--- config.mk ---
export PLATFORM = sky130hd
export DESIGN_NAME = fifo_thresh_flat
export DESIGN_NICKNAME = d
export VERILOG_FILES = /design/src/rtl/fifo_thresh_if.sv /design/src/rtl/fifo_thresh.sv /design/src/flat_wrapper.sv
export SDC_FILE = /design/constraint.sdc
export NUM_CORES = 1
export LEC_CHECK = 0
export BUFFER_PORTS_ARGS = -buffer_cell sky130_fd_sc_hd__buf_2
export CAP_MARGIN = 15
export CORE_ASPECT_RATIO = 1.4
export CORE_MARGIN = 3
export CORE_UTILIZATION = 50
export DETAILED_ROUTE_END_ITERATION = 16
export PLACE_DENSITY_LB_ADDON = 0.25
export SLEW_MARGIN = 20
export SYNTH_ARGS = -nofsm -noshare
export SYNTH_HDL_FRONTEND = slang
export SYNTH_SLANG_ARGS = --single-unit
--- constraint.sdc ---
create_clock -name clk -period 3.05 [get_ports clk]
set_clock_uncertainty 0.15 [all_clocks]
set_input_delay 0.305 -clock clk [delete_from_list [all_inputs] [get_ports clk]]
set_output_delay 0.305 -clock clk [all_outputs]
set_load 0.02 [all_outputs]
--- src/rtl/fifo_thresh_if.sv ---
// Handshake and status bundle between a FIFO user (master) and fifo_thresh (slave).
interface fifo_thresh_if #(
    parameter int DATA_SIZE = 10,
    parameter int ADDR_SIZE = 3
);
    logic                 push;
    logic                 pop;
    logic [DATA_SIZE-1:0] data_in;
    logic [DATA_SIZE-1:0] data_out;
    logic                 data_valid;
    logic [ADDR_SIZE:0]   count;
    logic                 full;
    logic                 empty;
    logic                 almost_full;
    logic                 almost_empty;
    logic                 overflow_err;
    logic                 underflow_err;

    modport master (
        output push, pop, data_in,
        input  data_out, data_valid, count, full, empty,
               almost_full, almost_empty, overflow_err, underflow_err
    );

    modport slave (
        input  push, pop, data_in,
        output data_out, data_valid, count, full, empty,
               almost_full, almost_empty, overflow_err, underflow_err
    );
endinterface

--- src/rtl/fifo_thresh.sv ---
// Synchronous register-array FIFO with registered read data, occupancy thresholds
// and sticky overflow/underflow flags.
module fifo_thresh #(
    parameter int DATA_SIZE = 10,
    parameter int ADDR_SIZE = 3,
    parameter int AF_THRESH = 6,
    parameter int AE_THRESH = 1
) (
    input logic          clk,
    input logic          reset,
    fifo_thresh_if.slave bus
);
    localparam int DEPTH = 1 << ADDR_SIZE;
    localparam logic [ADDR_SIZE:0] DEPTH_C = (ADDR_SIZE+1)'(DEPTH);
    localparam logic [ADDR_SIZE:0] AF_C    = (ADDR_SIZE+1)'(AF_THRESH);
    localparam logic [ADDR_SIZE:0] AE_C    = (ADDR_SIZE+1)'(AE_THRESH);

    logic [DATA_SIZE-1:0] r_mem [DEPTH];
    logic [ADDR_SIZE-1:0] r_wr_ptr;
    logic [ADDR_SIZE-1:0] r_rd_ptr;
    logic [ADDR_SIZE:0]   r_count;
    logic [DATA_SIZE-1:0] r_data_out;
    logic                 r_data_valid;
    logic                 r_overflow_err;
    logic                 r_underflow_err;

    logic w_full;
    logic w_empty;
    logic w_pop_acc;
    logic w_push_acc;

    assign w_full     = (r_count == DEPTH_C);
    assign w_empty    = (r_count == '0);
    assign w_pop_acc  = bus.pop & ~w_empty;
    // A full FIFO can still take a word when the same edge frees a slot.
    assign w_push_acc = bus.push & (~w_full | w_pop_acc);

    // Memory is deliberately not reset; contents are unreachable while empty.
    always_ff @(posedge clk) begin
        if (reset && w_push_acc) begin
            r_mem[r_wr_ptr] <= bus.data_in;
        end
    end

    always_ff @(posedge clk) begin
        if (!reset) begin
            r_wr_ptr        <= '0;
            r_rd_ptr        <= '0;
            r_count         <= '0;
            r_data_out      <= '0;
            r_data_valid    <= 1'b0;
            r_overflow_err  <= 1'b0;
            r_underflow_err <= 1'b0;
        end else begin
            r_data_valid <= w_pop_acc;
            if (w_pop_acc) begin
                r_data_out <= r_mem[r_rd_ptr];
                r_rd_ptr   <= r_rd_ptr + 1'b1;
            end
            if (w_push_acc) begin
                r_wr_ptr <= r_wr_ptr + 1'b1;
            end
            if (w_push_acc && !w_pop_acc) begin
                r_count <= r_count + 1'b1;
            end else if (w_pop_acc && !w_push_acc) begin
                r_count <= r_count - 1'b1;
            end
            if (bus.push && !w_push_acc) begin
                r_overflow_err <= 1'b1;
            end
            if (bus.pop && w_empty) begin
                r_underflow_err <= 1'b1;
            end
        end
    end

    assign bus.data_out      = r_data_out;
    assign bus.data_valid    = r_data_valid;
    assign bus.count         = r_count;
    assign bus.full          = w_full;
    assign bus.empty         = w_empty;
    assign bus.almost_full   = (r_count >= AF_C);
    assign bus.almost_empty  = (r_count <= AE_C);
    assign bus.overflow_err  = r_overflow_err;
    assign bus.underflow_err = r_underflow_err;
endmodule
--- src/flat_wrapper.sv ---
// flat-port wrapper written by rule: the top's interface ports become plain ports
module fifo_thresh_flat 
#(
    parameter int DATA_SIZE = 10,
    parameter int ADDR_SIZE = 3,
    parameter int AF_THRESH = 6,
    parameter int AE_THRESH = 1
)
  (clk, reset, bus_push, bus_pop, bus_data_in, bus_data_out, bus_data_valid, bus_count, bus_full, bus_empty, bus_almost_full, bus_almost_empty, bus_overflow_err, bus_underflow_err);
  fifo_thresh_if #(.DATA_SIZE(DATA_SIZE), .ADDR_SIZE(ADDR_SIZE)) bus_i ();
  input logic clk;
  input logic reset;
  input wire logic [$bits(bus_i.push)-1:0] bus_push;
  input wire logic [$bits(bus_i.pop)-1:0] bus_pop;
  input wire logic [$bits(bus_i.data_in)-1:0] bus_data_in;
  output wire logic [$bits(bus_i.data_out)-1:0] bus_data_out;
  output wire logic [$bits(bus_i.data_valid)-1:0] bus_data_valid;
  output wire logic [$bits(bus_i.count)-1:0] bus_count;
  output wire logic [$bits(bus_i.full)-1:0] bus_full;
  output wire logic [$bits(bus_i.empty)-1:0] bus_empty;
  output wire logic [$bits(bus_i.almost_full)-1:0] bus_almost_full;
  output wire logic [$bits(bus_i.almost_empty)-1:0] bus_almost_empty;
  output wire logic [$bits(bus_i.overflow_err)-1:0] bus_overflow_err;
  output wire logic [$bits(bus_i.underflow_err)-1:0] bus_underflow_err;
  assign bus_i.push = bus_push;
  assign bus_i.pop = bus_pop;
  assign bus_i.data_in = bus_data_in;
  assign bus_data_out = bus_i.data_out;
  assign bus_data_valid = bus_i.data_valid;
  assign bus_count = bus_i.count;
  assign bus_full = bus_i.full;
  assign bus_empty = bus_i.empty;
  assign bus_almost_full = bus_i.almost_full;
  assign bus_almost_empty = bus_i.almost_empty;
  assign bus_overflow_err = bus_i.overflow_err;
  assign bus_underflow_err = bus_i.underflow_err;
  fifo_thresh #(.DATA_SIZE(DATA_SIZE), .ADDR_SIZE(ADDR_SIZE), .AF_THRESH(AF_THRESH), .AE_THRESH(AE_THRESH)) u_core (.clk(clk), .reset(reset), .bus(bus_i));
endmodule
==> After elaboration in Yosys (flattened, before gate mapping) <==
Memory sizes are Yosys's and may differ from the RTL's. A register that Yosys moved wholly into a read port is not among the register bits.
Cells that the tools add are included.
{ "word_totals": {"register_bits": 13, "ramBits": 80, "out_inout_bits": 21, "word_cells": 33, "mem_count": 1} }
{ "op_classes": {"n_addsub": 4, "order_cmp": 2, "eq_ne": 1, "muxes": 4, "bitwise_logic": 5, "reduce_logical": 10} }
{ "memory_table": {"columns": ["memory", "words", "width", "read_ports", "rd_ports_with_merged_regs", "write_ports", "line_no", "text"], "rows": [
  ["u_core.r_mem", 8, 10, 1, 1, 1, "fifo_thresh.sv:18", "logic [DATA_SIZE-1:0] r_mem [DEPTH];"]
]} }
{ "op_table": {"columns": ["operator", "count"], "rows": [
  ["$mux W4", 2],
  ["$add A3 B1 Y3 const B", 2],
  ["$logic_and A1 B1 Y1", 5],
  ["$add A4 B1 Y4 const B", 1],
  ["$eq A4 B4 Y1 const B", 1],
  ["$ge A4 B3 Y1 const B", 1],
  ["$le A4 B1 Y1 const B", 1],
  ["$logic_not A4 Y1", 1],
  ["$sub A4 B1 Y4 const B", 1],
  ["$logic_not A1 Y1", 3],
  ["$and A1 B1 Y1", 2],
  ["$mux W1", 2],
  ["$not A1 Y1", 2],
  ["$reduce_bool A2 Y1", 1],
  ["$or A1 B1 Y1", 1]
]} }

==> Longest topological paths before layout <==
{ "logic_depth": {"word_depth": 9, "mapped_depth": 10, "depth_no_buf": 10} }

==> Worst setup path before layout <==
Ideal clock, no wire load.
{ "synth_timing": {"path_type": "register to register", "from": "reg u_core.r_count[0] (netlist: u_core.bus.count[0])", "to": "mem u_core.r_mem[1][0], enable pin", "arrival_time_ns": 2.195, "required_time_ns": 2.496, "path_slack_ns": 0.301, "path_stages_with_launch": 6, "synth_period_minus_slack_ns": 2.749, "path_cell_list": "dfxtp_1 > inv_1 > ha_1 > nand3b_1 > o21ai_1 > nor4_1"} }
{ "synth_via": {"elab_chain_cells": 8, "word_cells_on_any_way": 10} }
{ "synth_lines": {"columns": ["element", "line_no", "text"], "rows": [
  ["from (decl)", "fifo_thresh.sv:21", "logic [ADDR_SIZE:0] r_count;"],
  ["from (signal assigned)", "fifo_thresh.sv:64", "r_count <= r_count + 1'b1;"],
  ["from (signal assigned)", "fifo_thresh.sv:66", "r_count <= r_count - 1'b1;"],
  ["$logic_not A4 Y1", "fifo_thresh.sv:33", "assign w_empty = (r_count == '0);"],
  ["$not A1 Y1", "fifo_thresh.sv:34", "assign w_pop_acc = bus.pop & ~w_empty;"],
  ["$and A1 B1 Y1", "fifo_thresh.sv:34", null],
  ["$or A1 B1 Y1 (*)", "fifo_thresh.sv:36", "assign w_push_acc = bus.push & (~w_full | w_pop_acc);"],
  ["$and A1 B1 Y1 (*)", "fifo_thresh.sv:36", null],
  ["$logic_and A1 B1 Y1 (*)", "fifo_thresh.sv:40", "if (reset && w_push_acc) begin"],
  ["$mux W1 (*)", "fifo_thresh.sv:40", null],
  ["$mux W1 (implied by the code) (*)", "fifo_thresh.sv:41", "r_mem[r_wr_ptr] <= bus.data_in;"],
  ["to (decl)", "fifo_thresh.sv:18", null]
]} }
Mark *: on every way between the ends. The rest lies on a longest branch, timed or not.

==> Worst setup path in the final report <==
{ "layout_timing": {"from": "reg u_core.r_count[0] (netlist: u_core.bus.count[0])", "to": "reg u_core.r_count[3] (netlist: u_core.bus.count[3])"} }
{ "layout_via": {"elab_chain_cells": 8, "word_cells_on_any_way": 16} }
{ "layout_lines": {"columns": ["element", "line_no", "text"], "rows": [
  ["$logic_not A4 Y1", "fifo_thresh.sv:33", null],
  ["$not A1 Y1", "fifo_thresh.sv:34", null],
  ["$and A1 B1 Y1", "fifo_thresh.sv:34", null],
  ["$or A1 B1 Y1", "fifo_thresh.sv:36", null],
  ["$and A1 B1 Y1", "fifo_thresh.sv:36", null],
  ["$logic_not A1 Y1", "fifo_thresh.sv:65", "end else if (w_pop_acc && !w_push_acc) begin"],
  ["$logic_and A1 B1 Y1", "fifo_thresh.sv:65", null],
  ["$reduce_bool A2 Y1 (no line)", null, null]
]} }
Several ways; a longest one is shown, not always the timed one. The select of a mux whose other input is x is not followed.
A chain may end at the register's enable or synchronous reset.

==> qor.yml <==
layoutNonFillerInstCount: 416
gp_congestion: 0.791
place_inst: 400
start_util_pct: 52.0
cts_made_buffers: 9
yosysUniqueCellTypes: 34
cts_resized: 0
crit_type: "flip-flop to flip-flop"
postRouteAntennaNets: 0
num_vias: 2308
synth-edff-count: 80
layout-drive-gt1-share_pct: 22.5
seq_area_frac_synth_pct: 70.2
worstPathArrival_ps: 2840
vias_per_cell: 5.55
fmax_mhz: 365
path_depth: 10
layout_common_cells: "80 x edfxtp_1, 41 x mux2i_1, 34 x buf_2"
hold_viol: 0
detailed_place_hpwl_um: 4990
post-cts-setup-buffers: 0
clockBufferDepth: 2
outcome: "finished clean"
seq_power_share_pct: 46.0
yosys_warnings: 0
core_area_um2: 7850
power.leakage_nw: 1.68
maxSlewHeadroom_pct: 36.8
maxSlewViolCount: 0
hold_depth: 1
first_global_vias: 2338
min_period_over_period_pct: 89.8
antenna_found_initial: 0
worst_pin_slew_ps: 944
cp_slowest_cell: "o21ai_1"
drc: 0
avgRoutedWirePerCell_um: 18.2
first_iter_violations: 228
reg2reg_from: "u_core.bus.count[0]"
power.density_nw_per_um2: 814
yosys.area.top_type: "edfxtp_1"
syn_avg_cell_area_um2: 15.6
crit_chain: "inv_1 -> ha_1 -> nand3b_1 -> o21ai_1 -> inv_1 -> ha_1 -> or4_1 -> a21oi_1 -> xnor2_1 -> nor2_1"
grt.total_usage_pct: 18.2
die_width_um: 82.3
crit_fanout: 7
total_power_mw: 3.82
finalWirelength_um: 7580
netlist_top_cells_area: "edfxtp_1 59%, dfxtp_1 11%, mux2i_1 10%"
rows: 38
portBuffers: 34
cts_tree: "built"
startpoint_type: "flip-flop"
drv_cap: 0
max_stage_delay_ps: 420
cts.sinks: 103
setup_viol: 0
ff2ff_path_depth: 10
antenna_cells: 0
max-vdd-ir-drop_mv: 0.599
period_needed_ps: 2740
pwr-share-clk_pct: 25.8
grt_setup_unrepaired: "false"
synth_top_area_share_pct: 58.9
grt_max_degree: 30
cts-htree-levels: 3
synth_area_um2: 4080
nets: 333
pwr-share-comb_pct: 28.2
cp-end-kind: "flip-flop"
clk_latency_ps: 370
ys_ff_latch: 103
met1_usage_pct: 23.8
synthToLayoutAreaGrowth_pct: 15.0
required_ps: 3150
hold_slack_ps: 50.6
r2r_setup_slack_ps: 310
synth_nets: 284
grt_overflow: 0
p_sw_mw: 1.20
clk_pin_slew_ps: 90
finish.utilization_pct: 59.8
cts-root-buf: "clkbuf_8"
die_area_um2: 9300
boundaryPins: 35
path_delay_family: "compound AO/OA/AOI/OAI gates"
intPower_mw: 2.62
met2_usage_pct: 28.6
async_flop_share_pct: 0
final_common_cell: "edfxtp_1"
worstSetupStartpoint: "u_core.bus.count[0]"
ctsHoldBuffers: 0
syn_inst: 262
worstHoldPathType: "input pin to flip-flop"
tns_ps: 0
synth_flop_cell: "edfxtp_1"
holdCritStartpoint: "bus_data_in[2]"
cp_num_buf_inv: 2
top_usage_layer: "met2"
switching_share_pct: 31.3
die_y_um: 113
grtUsageMet3_pct: 3.90
grt_pass1_wl_um: 12100
dr.pass1.iters: 4
routing by layer:
metal / share of wire, % / vias up / wire [µm]
li1: - / 1104 / -
met4: 2.7 / 0 / 207
met1: 43 / 1135 / 3230
met3: 4.8 / 14 / 365
met5: 0 / - / 0
met2: 50 / 55 / 3770
area by class of cell:
class	count	area, µm²
multi-input cells	140	1140
inverters	7	26.3
flip-flops and latches	103	2860
clock inverters	6	109
fillers	620	3150
clock buffers	10	128
repair buffers	50	303
well taps	100	125
cell families after synthesis:
family	after synthesis	share of synthesized area (%)
multiplexers	41	10.1
flip-flops	103	70.2
AND/OR/NAND/NOR	42	5.55
adder cells (fa/ha/maj)	8	2.45
buffers and inverters	19	2.30
XOR/XNOR	7	1.50
AO/OA/AOI/OAI	42	7.97
cell usage after synthesis, types with 2 or more instances:
cell type	count
buf_6	2
a21oi_1	6
and2_1	3
nor2b_1	2
buf_1	3
buf_2	6
o21ai_0	2
dfxtp_1	23
edfxtp_1	80
nor4_1	2
ha_1	8
a32o_1	10
xnor2_1	4
nor3_1	5
nand3_1	3
nor2_1	12
xor2_1	3
mux2i_1	41
a22oi_1	20
inv_1	7
nand2_1	6
or3_1	2
power groups by stage:
stage / logic [mW] / registers (mW) / clock network (mW)
floorplan: 0.776 / 1.82 / 0
global placement: 1.07 / 1.78 / 0
detailed placement: 1.09 / 1.79 / 0
CTS: 1.09 / 1.76 / 1.01
global route: 1.17 / 1.78 / 1.06
finish: 1.08 / 1.75 / 0.985
per-stage QoR:
step / cell area, µm² / setup WS, ps
finish: 4690 / 310
global route: 4690 / 31.3
CTS: 4690 / 272
detailed placement: 4450 / 286
global placement: 4450 / 425
floorplan: 4080 / 301
state kept, by name (all words and copies together), names as in the netlist:
register	count
u_core.r_mem	80
u_core.bus.overflow_err	1
u_core.bus.count	4
u_core.bus.underflow_err	1
u_core.r_rd_ptr	3
u_core.r_wr_ptr	3
u_core.bus.data_valid	1
u_core.bus.data_out	10
worst reg2reg max path: stages, from the launching register on:
cell and delay [ps]:
dfxtp_1 380, inv_1 130, ha_1 180, nand3b_1 120, o21ai_1 420, inv_1 190
ha_1 280, or4_1 410, a21oi_1 180, xnor2_1 130, nor2_1 50
path summary, 6_finish.rpt:
| path | end |
|---|---|
| setup / recovery | u_core.bus.count[3] |
| setup reg to reg | u_core.bus.count[3] |
| hold / removal | u_core.r_mem[0][2] |
| hold reg to reg | u_core.bus.data_out[8] |
Note: power is estimated with default switching activity, not from simulation.
